===== config.mk =====
export PLATFORM = sky130hd
export DESIGN_NAME = mpu_load_sequencer
export DESIGN_NICKNAME = d
export VERILOG_FILES = /design/src/rtl/global_defs.sv /design/src/rtl/mpu_load_sequencer.sv
export SDC_FILE = /design/constraint.sdc
export NUM_CORES = 1
export LEC_CHECK = 0
export ABC_AREA = 1
export ABC_CLOCK_PERIOD_IN_PS = 1800
export CAP_MARGIN = 25
export CORE_ASPECT_RATIO = 0.75
export CORE_MARGIN = 4
export CORE_UTILIZATION = 46
export CTS_BUF_LIST = sky130_fd_sc_hd__clkbuf_2 sky130_fd_sc_hd__clkbuf_4 sky130_fd_sc_hd__clkbuf_8
export DETAILED_ROUTE_END_ITERATION = 10
export GPL_TIMING_DRIVEN = 0
export PLACE_DENSITY = 0.9
export SLEW_MARGIN = 20
export SYNTH_ARGS = -nofsm -noshare
export SYNTH_HDL_FRONTEND = slang
export SYNTH_SLANG_ARGS = --single-unit

===== constraint.sdc =====
create_clock -name clk -period 1.8 [get_ports clk]
set_input_delay 0.18 -clock clk [delete_from_list [all_inputs] [get_ports clk]]
set_output_delay 0.18 -clock clk [all_outputs]
set_load 0.02 [all_outputs]

===== src/rtl/global_defs.sv =====
// Shared MPU definitions: matrix geometry, element format, register-file
// addressing and the load sequencer state type.
package global_defs;

  // Element format and matrix geometry
  localparam int FP               = 32;
  localparam int M                = 4;
  localparam int N                = 4;
  localparam int MBITS            = $clog2(M);
  localparam int NBITS            = $clog2(N);
  localparam int MATRIX_REGISTERS = 8;
  localparam int MATRIX_REG_SIZE  = $clog2(MATRIX_REGISTERS);

  // Default idle limit for an optional load abort
  localparam int MPU_LOAD_TIMEOUT = 256;

  typedef enum logic [1:0] {
    IDLE = 2'd0,
    LOAD = 2'd1,
    DONE = 2'd2
  } load_state_t;

  // True when (m, n) addresses the last element of a row-major matrix walk
  function automatic logic is_last_elem(input logic [MBITS:0] m, input logic [NBITS:0] n);
    return (m == (MBITS+1)'(M-1)) && (n == (NBITS+1)'(N-1));
  endfunction

endpackage


===== src/rtl/mpu_load_sequencer.sv =====
// mpu_load_sequencer: streams one M x N matrix, element by element in
// row-major order, into a register of mpu_register_file.
//
// Optional feature macro: MPU_LOAD_TIMEOUT_EN
//   defined     -> a LOAD that sees TIMEOUT_CYCLES cycles without an element
//                  handshake is aborted with a one-cycle load_err pulse.
//   not defined -> LOAD waits indefinitely, load_err is tied low.
//
// Handshakes: a request transfers on a cycle where load_req && load_ack; an
// element transfers on a cycle where elem_valid && elem_ready. Neither
// handshake has any effect while its ack/ready is low; the upstream side
// must hold its request/data stable until the handshake completes.
module mpu_load_sequencer
  import global_defs::*;
#(
  parameter int TIMEOUT_CYCLES = MPU_LOAD_TIMEOUT
) (
  input  logic                       clk,
  input  logic                       rst,
  input  logic                       load_req,
  input  logic [MATRIX_REG_SIZE-1:0] load_addr,
  output logic                       load_ack,
  input  logic                       elem_valid,
  input  logic [FP-1:0]              elem_data,
  output logic                       elem_ready,
  output logic                       write_en,
  output logic [MATRIX_REG_SIZE-1:0] reg_load_addr,
  output logic [FP-1:0]              reg_element_in,
  output logic [MBITS:0]             reg_m_in,
  output logic [NBITS:0]             reg_n_in,
  output logic                       busy,
  output logic                       load_done,
  output logic                       load_err,
  output load_state_t                dbg_state
);

  load_state_t                state, state_next;
  logic [MATRIX_REG_SIZE-1:0] addr_q;
  logic [MBITS:0]             m_cnt;
  logic [NBITS:0]             n_cnt;
  logic                       elem_hs;
  logic                       last_elem;
  logic                       timeout;

  // Status decoded straight from state
  assign load_ack   = (state == IDLE);
  assign elem_ready = (state == LOAD);
  assign busy       = (state != IDLE);
  assign dbg_state  = state;
  assign elem_hs    = elem_valid && elem_ready;
  assign last_elem  = is_last_elem(m_cnt, n_cnt);

`ifdef MPU_LOAD_TIMEOUT_EN
  localparam int TW = $clog2(TIMEOUT_CYCLES + 1);
  logic [TW-1:0] idle_cnt;

  // Idle cycles since the last element handshake while in LOAD
  always_ff @(posedge clk) begin
    if (!rst || state != LOAD || elem_hs) idle_cnt <= '0;
    else                                  idle_cnt <= idle_cnt + 1'b1;
  end

  // Abort in the cycle that completes TIMEOUT_CYCLES idle cycles
  assign timeout = (state == LOAD) && !elem_hs && (idle_cnt == TW'(TIMEOUT_CYCLES - 1));
`else
  logic unused_timeout_cfg;
  assign unused_timeout_cfg = ^TIMEOUT_CYCLES;
  assign timeout            = 1'b0;
`endif

  assign load_err = timeout;

  // State register
  always_ff @(posedge clk) begin
    if (!rst) state <= IDLE;
    else      state <= state_next;
  end

  // Next-state logic
  always_comb begin
    state_next = state;
    case (state)
      IDLE: if (load_req) state_next = LOAD;
      LOAD: begin
        if (elem_hs && last_elem) state_next = DONE;
        else if (timeout)         state_next = IDLE;
      end
      DONE:    state_next = IDLE;
      default: state_next = IDLE;
    endcase
  end

  // Target register latch and row/column walk; the column wraps into the row,
  // and both return to 0 after the last element so they never pass M-1 / N-1
  always_ff @(posedge clk) begin
    if (!rst) begin
      addr_q <= '0;
      m_cnt  <= '0;
      n_cnt  <= '0;
    end else if (state == IDLE && load_req) begin
      addr_q <= load_addr;
      m_cnt  <= '0;
      n_cnt  <= '0;
    end else if (elem_hs) begin
      if (n_cnt == (NBITS+1)'(N-1)) begin
        n_cnt <= '0;
        m_cnt <= last_elem ? '0 : m_cnt + 1'b1;
      end else begin
        n_cnt <= n_cnt + 1'b1;
      end
    end
  end

  // Registered write port: strobe one cycle after each handshake, data holds
  always_ff @(posedge clk) begin
    if (!rst) begin
      write_en       <= 1'b0;
      load_done      <= 1'b0;
      reg_load_addr  <= '0;
      reg_element_in <= '0;
      reg_m_in       <= '0;
      reg_n_in       <= '0;
    end else begin
      write_en  <= elem_hs;
      load_done <= elem_hs && last_elem;
      if (elem_hs) begin
        reg_load_addr  <= addr_q;
        reg_element_in <= elem_data;
        reg_m_in       <= m_cnt;
        reg_n_in       <= n_cnt;
      end
    end
  end

endmodule


==> Word level (Yosys, flattened, before mapping) <==
Index checks and enable logic that the tools add are counted.
{ "op_classes": {"eq_ne": 5, "n_reduce_logical": 9, "addsub": 2, "n_bitwise": 1, "n_mux": 5} }
{ "ops": {"columns": ["op", "n"], "rows": [
  ["$add 3x1->3 const B", 2],
  ["$eq 3x2->1 const B", 2],
  ["$mux 3", 2],
  ["$logic_and 1x1->1", 4],
  ["$mux 2", 2],
  ["$pmux 2 s2", 1],
  ["$reduce_and 2->1", 2],
  ["$eq 2x1->1 const B", 1],
  ["$logic_not 2->1", 1],
  ["$ne 2x1->1 const B", 1],
  ["$ne 2x2->1 const B", 1],
  ["$reduce_bool 2->1", 1],
  ["$reduce_or 2->1", 1],
  ["$not 1->1", 1]
]} }
{ "totals": {"elab_cells": 32, "regBits": 54, "output_inout_bits": 49, "in_bits": 39} }

==> Logic depth before layout (Yosys ltp) <==
Gate-level depths: netlist (run 1).
{ "logic_depth": {"word_depth": 5, "depth_mapped": 7, "depth_no_buf": 6} }

==> Worst setup path before layout (run 1) <==
OpenSTA, ideal clock, no wires.
{ "synth_timing": {"kind": "register to register", "startpoint": "reg state[0], in the netlist dbg_state[0]", "endpoint": "reg m_cnt[0]", "path_slack_ns": 0.475, "setup_ns": 0.122, "t_required_ns": 1.678, "t_arrival_ns": 1.203, "period_less_slack_ns": 1.325, "n_path_buf": 0, "path_stages_with_launch": 7, "path_cell_list": "dfxtp_1 nor2_1 nand2_1 inv_2 nor2_2 inv_2 a21oi_1"} }
{ "synth_via": {"elab_chain_len": 3, "word_cells_on_any_way": 6, "classes_between": "1 x eq/ne; 5 x reduce/logical"} }
{ "synth_lines": {"columns": ["element", "line_no", "source"], "rows": [
  ["start: declaration", "mpu_load_sequencer.sv:37", "load_state_t state, state_next;"],
  ["start signal: assignment", "mpu_load_sequencer.sv:76", "else state <= state_next;"],
  ["$logic_not 2->1", null, null],
  ["via load_ack", "mpu_load_sequencer.sv:22", "output logic load_ack,"],
  ["$logic_and 1x1->1", "mpu_load_sequencer.sv:100", "end else if (state == IDLE && load_req) begin"],
  ["$reduce_or 2->1 (no source line)", null, null],
  ["end signal: assignment", "mpu_load_sequencer.sv:107", "m_cnt <= last_elem ? '0 : m_cnt + 1'b1;"],
  ["end: declaration", "mpu_load_sequencer.sv:39", "logic [MBITS:0] m_cnt;"]
]} }
The timed path passes the listed nets, and every way through them passes these cells.
A chain may end at the register's enable or synchronous reset.

==> Final worst setup path (run 1) <==
{ "layout_timing": {"startpoint": "reg state[0], in the netlist dbg_state[0]", "endpoint": "out load_ack"} }
{ "layout_via": {"elab_chain_len": 1} }
{ "layout_lines": {"columns": ["element", "line_no", "source"], "rows": [
  ["$logic_not 2->1", "mpu_load_sequencer.sv:46", "assign load_ack = (state == IDLE);"],
  ["end: declaration", "mpu_load_sequencer.sv:22", null]
]} }
No other way between the ends.

==> results.txt, run 1 <==
first-pass GRT wire length - 7940 µm
Final Cycle Share - 90.2%
Post-Synth XOR/XNOR Area - 0%
Setup crit start kind - flip-flop
WP data arrival - 1440 ps
DR WL/cell - 12.0 µm
Post-layout nets - 382
worst-path cell chain - nor2_1, clkdlybuf4s50_1
CTS tree - done
RSZ-0062 raised after global routing - false
Starting Density - 47.9%
Syn Nets - 289
share of layout cells above drive strength 1 - 7.31%
outcome - finished clean
most frequent cells in the layout - nand2_1 (91), clkdlybuf4s50_1 (86), dfxtp_1 (54), a21oi_1 (44), nor2_1 (18)
Compound-Gate Fraction of Synth Area - 13.1%
H-tree depth - 2
total grt overflow - 0
Port Buf Inserts - 86
post-synthesis sequential area ratio - 55.6%
# setup viols final - 0
Inserted Diodes - 0
multiplexer area fraction after synthesis - 0%
die width - 83.1 µm
Total GRT Usage - 18.2%
adder-cell share of the synthesized area - 1.29%
die area - 5340 µm²
yosys warns - 0
Largest stage delay, worst path - 640 ps
Reg2Reg Depth - 6
filler instances - 340
Setup crit start - dbg_state[0]
Achievable Freq - 616 MHz
Max Cap Violations - 0
routability congestion estimate - 0.821
CP required - 1620 ps
Row Count - 20
worst skew pair latency - 290 ps
Crit Path Max Fanout - 4
Fin Setup TNS - 0 ps
vias per cell - 4.72
Die Y - 64.3 µm
routed vias - 1873
min-delay worst type - input pin to flip-flop
Worst R2R Setup Slack - 610 ps
CTS sink count - 54
worst setup path class - flip-flop to primary output
initial antenna violation count - 0
Worst R2R End - dbg_state[0]
Seq cells post-synth - 54
Max VDD drop - 0.000549 V
RR Startpoint - m_cnt[1]
Final Skew - 3.74 ps
Final Hold Viols - 0
Residual DRC - 0
most common cell after layout, fill and taps aside - nand2_1
post-synth cell types - 17
largest family of logic cells by synthesized area - simple AND/OR/NAND/NOR gates
setup bufs post-CTS - 0
area grow syn2layout - 53.7%
largest net degree at the start of global routing - 16
mapped cell area - 1940 µm²
Num CTS Buffers - 5
clock-pin slew on the worst setup and hold paths - 90 ps
Mean Syn Cell Area - 7.84 µm²
Detail Route Antenna Nets - 0
detailed placer's ending HPWL - 3600 µm
clk root buf - clkbuf_8
simple-gate portion of the synthesized area - 23.4%
DRT iter0 DRCs - 115
Max clock buf depth - 2
Slew Viols, Final - 0
core area - 4050 µm²
total power - 2.42 mW
Worst Setup EP - load_ack
synthesized instance count - 248
TritonRoute pass-1 iters - 4
Crit. End Element - primary output
post_cts resized - 0
slowest cell on the critical path - clkdlybuf4s50_1
vias in the first global route - 1787
Hold Path Stages - 3
final WL - 4770 µm
Post-CTS Hold Fix Bufs - 0
PwrDens - 809 nW/µm²
clock period minus worst slack - 1620 ps
Static Leak - 1.11 nW
I/O pins - 88
flip-flops by register name, indices dropped and copies added (netlist names):
register / count
reg_element_in: 32
addr_q: 3
m_cnt: 3
n_cnt: 3
reg_load_addr: 3
reg_m_in: 3
reg_n_in: 3
dbg_state: 2
load_done: 1
write_en: 1
cell families after synthesis:
logic type	after synthesis
and+or+nand+nor	116
DFF	54
AOI/OAI and AO/OA	51
buffers and inverters	24
adders and majority gates	2
other	1
synthesized netlist by cell type (all sizes together):
master / n / area [µm²]
conb: 1 / 3.75
inv: 10 / 37.5
nand2: 91 / 342
clkbuf: 4 / 15.0
buf: 10 / 71.3
nor2: 20 / 80.1
and3: 2 / 12.5
a21oi: 44 / 220
o21ai: 7 / 35.0
dfxtp: 54 / 1080
nand3: 3 / 20.0
ha: 2 / 25.0
layout make-up:
| cell class | count | area (µm²) | share of cell area (%) |
|---|---|---|---|
| Clock buffer | 7 | 83.8 | 2.81 |
| Inverter | 10 | 37.5 | 1.26 |
| Tap cell | 55 | 68.8 | 2.30 |
| Clock inverter | 1 | 30.0 | 1.01 |
| Buffer | 14 | 86.3 | 2.89 |
| Multi-Input combinational cell | 170 | 738 | 24.7 |
| Sequential cell | 54 | 1080 | 36.2 |
| Timing Repair Buffer | 86 | 861 | 28.8 |
metrics by stage:
stage / setup slack, ps / std cells / instance area (µm²) / hold WS [ps] / utilization [%]
4_1_cts: 155 / 397 / 2990 / 421 / 73.7
2_1_floorplan: 475 / 248 / 1940 / 316 / -
3_3_place_gp: 344 / 389 / 2870 / 449 / 70.9
6_report: 176 / 397 / 2990 / 430 / 73.7
5_1_grt: 80.9 / 397 / 2990 / 432 / 73.7
3_5_place_dp: 313 / 389 / 2870 / 453 / 70.9
worst max-delay path, delay by kind of cell, from the launching register on:
family	cells	cell delay [ps]
buf+inv	1	640
flops	1	350
simple gates	1	160
worst min-delay path by stage:
| stage | end | slack, ps | from |
|---|---|---|---|
| final | reg_element_in[2] | 430 | elem_data[2] |
| after global routing | reg_element_in[14] | 430 | elem_data[14] |
| after CTS | reg_element_in[2] | 420 | elem_data[2] |
| after detailed placement | reg_element_in[28] | 450 | reg_element_in[28] |
| after global placement | reg_element_in[3] | 450 | reg_element_in[3] |
| after floorplan | addr_q[0] | 320 | rst |
where the power goes:
group	switching, mW	total, mW	internal, mW
combinational	0.170	0.354	0.184
clock	0.359	0.806	0.447
sequential	0.0217	1.26	1.24
metal layers:
layer / share of wire, % / wire (µm) / up-vias / global-route usage (%)
met1: 45 / 2170 / 835 / 23.3
met3: 8.0 / 382 / 5 / 4.25
met5: 0 / 0 / - / 0
met2: 45 / 2150 / 67 / 30.1
li1: - / - / 966 / -
met4: 1.3 / 61 / 0 / 6.73
Power figures use the tool's default switching activity.
==> run 2, diff against run 1 <==
Settings changed: CORE_MARGIN 4 to 2, RECOVER_POWER set to 25, SKIP_CTS_REPAIR_TIMING set to 1.
==> run 2 against run 1 <==
Non-clock buffer count did not move; sequential power barely moved; via count rose by 0.59%; global-route usage rose by 3.0 points; power fell by 1.0%; critical path depth did not move; first-iteration DRC count fell by 49%; routed wire length rose by 0.80%; register-to-register slack got worse by 230 ps; largest cell class unchanged.
==> results.txt, run 2 (synthesis gave the netlist of run 1 again) <==
outcome - finished clean
Net Sw Frac - 23.6%
vias per cell - 4.75
Top reg by flops - reg_element_in
Final Cycle Share - 90.4%
Post-layout nets - 382
CTS sink count - 54
Fin Setup TNS - 0 ps
total grt overflow - 0
first-pass GRT wire length - 7790 µm
Reg power frac - 52.6%
Reg2Reg Depth - 5
routed vias - 1884
Worst R2R End - reg_load_addr[2]
Inserted Diodes - 0
DR WL/cell - 12.1 µm
Combinational Power Share - 14.7%
clock period minus worst slack - 1630 ps
Starting Density - 47.9%
most common cell after layout, fill and taps aside - nand2_1
Die Y - 60.3 µm
WP data arrival - 1450 ps
Residual DRC - 0
Port Buf Inserts - 86
slowest cell on the critical path - clkdlybuf4s50_1
largest net degree at the start of global routing - 17
core area - 4050 µm²
HP Start - elem_data[9]
I/O pins - 88
RR Startpoint - dbg_state[0]
Crit Path Max Fanout - 3
worst skew pair latency - 300 ps
Static Leak - 1.10 nW
Final Skew - 3.19 ps
Max VDD drop - 0.000741 V
die width - 79.1 µm
# setup viols final - 0
CP required - 1620 ps
Largest stage delay, worst path - 640 ps
Total GRT Usage - 21.2%
CTS tree - done
Max Cap Violations - 0
Worst R2R Setup Slack - 380 ps
initial antenna violation count - 0
min-delay worst type - input pin to flip-flop
Row Count - 20
Crit. End Element - primary output
number of flip-flops in the largest register - 32
share of layout cells above drive strength 1 - 5.26%
Final Util - 73.2%
Achievable Freq - 615 MHz
Num CTS Buffers - 5
worst-path cell chain - nor2_1, clkdlybuf4s50_1
DRT iter0 DRCs - 59
final WL - 4800 µm
routability congestion estimate - 0.802
most frequent cells in the layout - nand2_1 (91), clkdlybuf4s50_1 (86), dfxtp_1 (54), a21oi_1 (44), nor2_1 (19)
Final Hold Viols - 0
NetSw - 0.565 mW
vias in the first global route - 1726
die area - 4770 µm²
Hold Path Stages - 3
Int Power - 1.83 mW
H-tree depth - 2
clk root buf - clkbuf_8
TritonRoute pass-1 iters - 4
area grow syn2layout - 52.7%
Max clock buf depth - 2
RSZ-0062 raised after global routing - false
clock share of power - 32.8%
Worst Hold End - reg_element_in[9]
Detail Route Antenna Nets - 0
Setup crit start kind - flip-flop
worst setup path class - flip-flop to primary output
clock-pin slew on the worst setup and hold paths - 90 ps
detailed placer's ending HPWL - 3470 µm
PwrDens - 806 nW/µm²
Slew Viols, Final - 0
run 2: cell count changes in the layout (fill, tap and decap cells not counted), sizes merged:
cell / before / now
buf: 10 / 7
clkinv: 0 / 2
clkbuf: 11 / 12
run 2: worst max-delay path, delay by kind of cell (launching register included):
family                 cells  cell delay (ps)
AND/OR/NAND/NOR            1              180
buffers and inverters      1              640
flip-flops                 1              340
run 2: power by group through the flow:
stage          Sequential, mW  Combinational, mW  Clock (mW)
6_report                 1.26              0.351       0.784
5_1_grt                  1.26              0.381       0.859
2_1_floorplan            1.33              0.120           0
4_1_cts                  1.26              0.358       0.803
3_3_place_gp             1.28              0.350           0
3_5_place_dp             1.29              0.354           0
run 2: cell type report:
cell class / count / area [µm²]
inverter: 10 / 37.5
clock inverter: 3 / 40.0
clock buffer: 5 / 68.8
timing repair buffer: 86 / 861
multi-input combinational: 170 / 731
fill: 353 / 1090
tap: 55 / 68.8
sequential: 54 / 1080
buffer: 14 / 80.1
run 2: per-layer routing:
metal / share of wire [%] / global-route usage, % / wire [µm] / up-vias
li1: - / - / - / 967
met1: 46 / 28.3 / 2210 / 847
met2: 46 / 33.5 / 2200 / 62
met3: 6.6 / 4.83 / 317 / 8
met4: 1.5 / 8.87 / 74 / 0
met5: 0 / 0 / 0 / -
run 2: per-stage QoR:
step	power (mW)	hold slack [ps]	worst slack, ps	instances	cell area, µm²
2_1_floorplan	1.45	316	475	248	1940
3_3_place_gp	1.63	450	356	389	2870
3_5_place_dp	1.64	455	290	389	2870
4_1_cts	2.42	410	151	397	2980
5_1_grt	2.50	412	62.9	397	2970
6_report	2.39	424	173	397	2970
run 2: how the worst max path moves through the flow:
stage | slack (ps) | from | end
2_1_floorplan | 480 | dbg_state[0] | m_cnt[0]
3_3_place_gp | 360 | rst | reg_element_in[30]
3_5_place_dp | 290 | rst | reg_element_in[30]
4_1_cts | 150 | dbg_state[0] | load_ack
5_1_grt | 60 | dbg_state[0] | load_ack
6_report | 170 | dbg_state[1] | load_ack
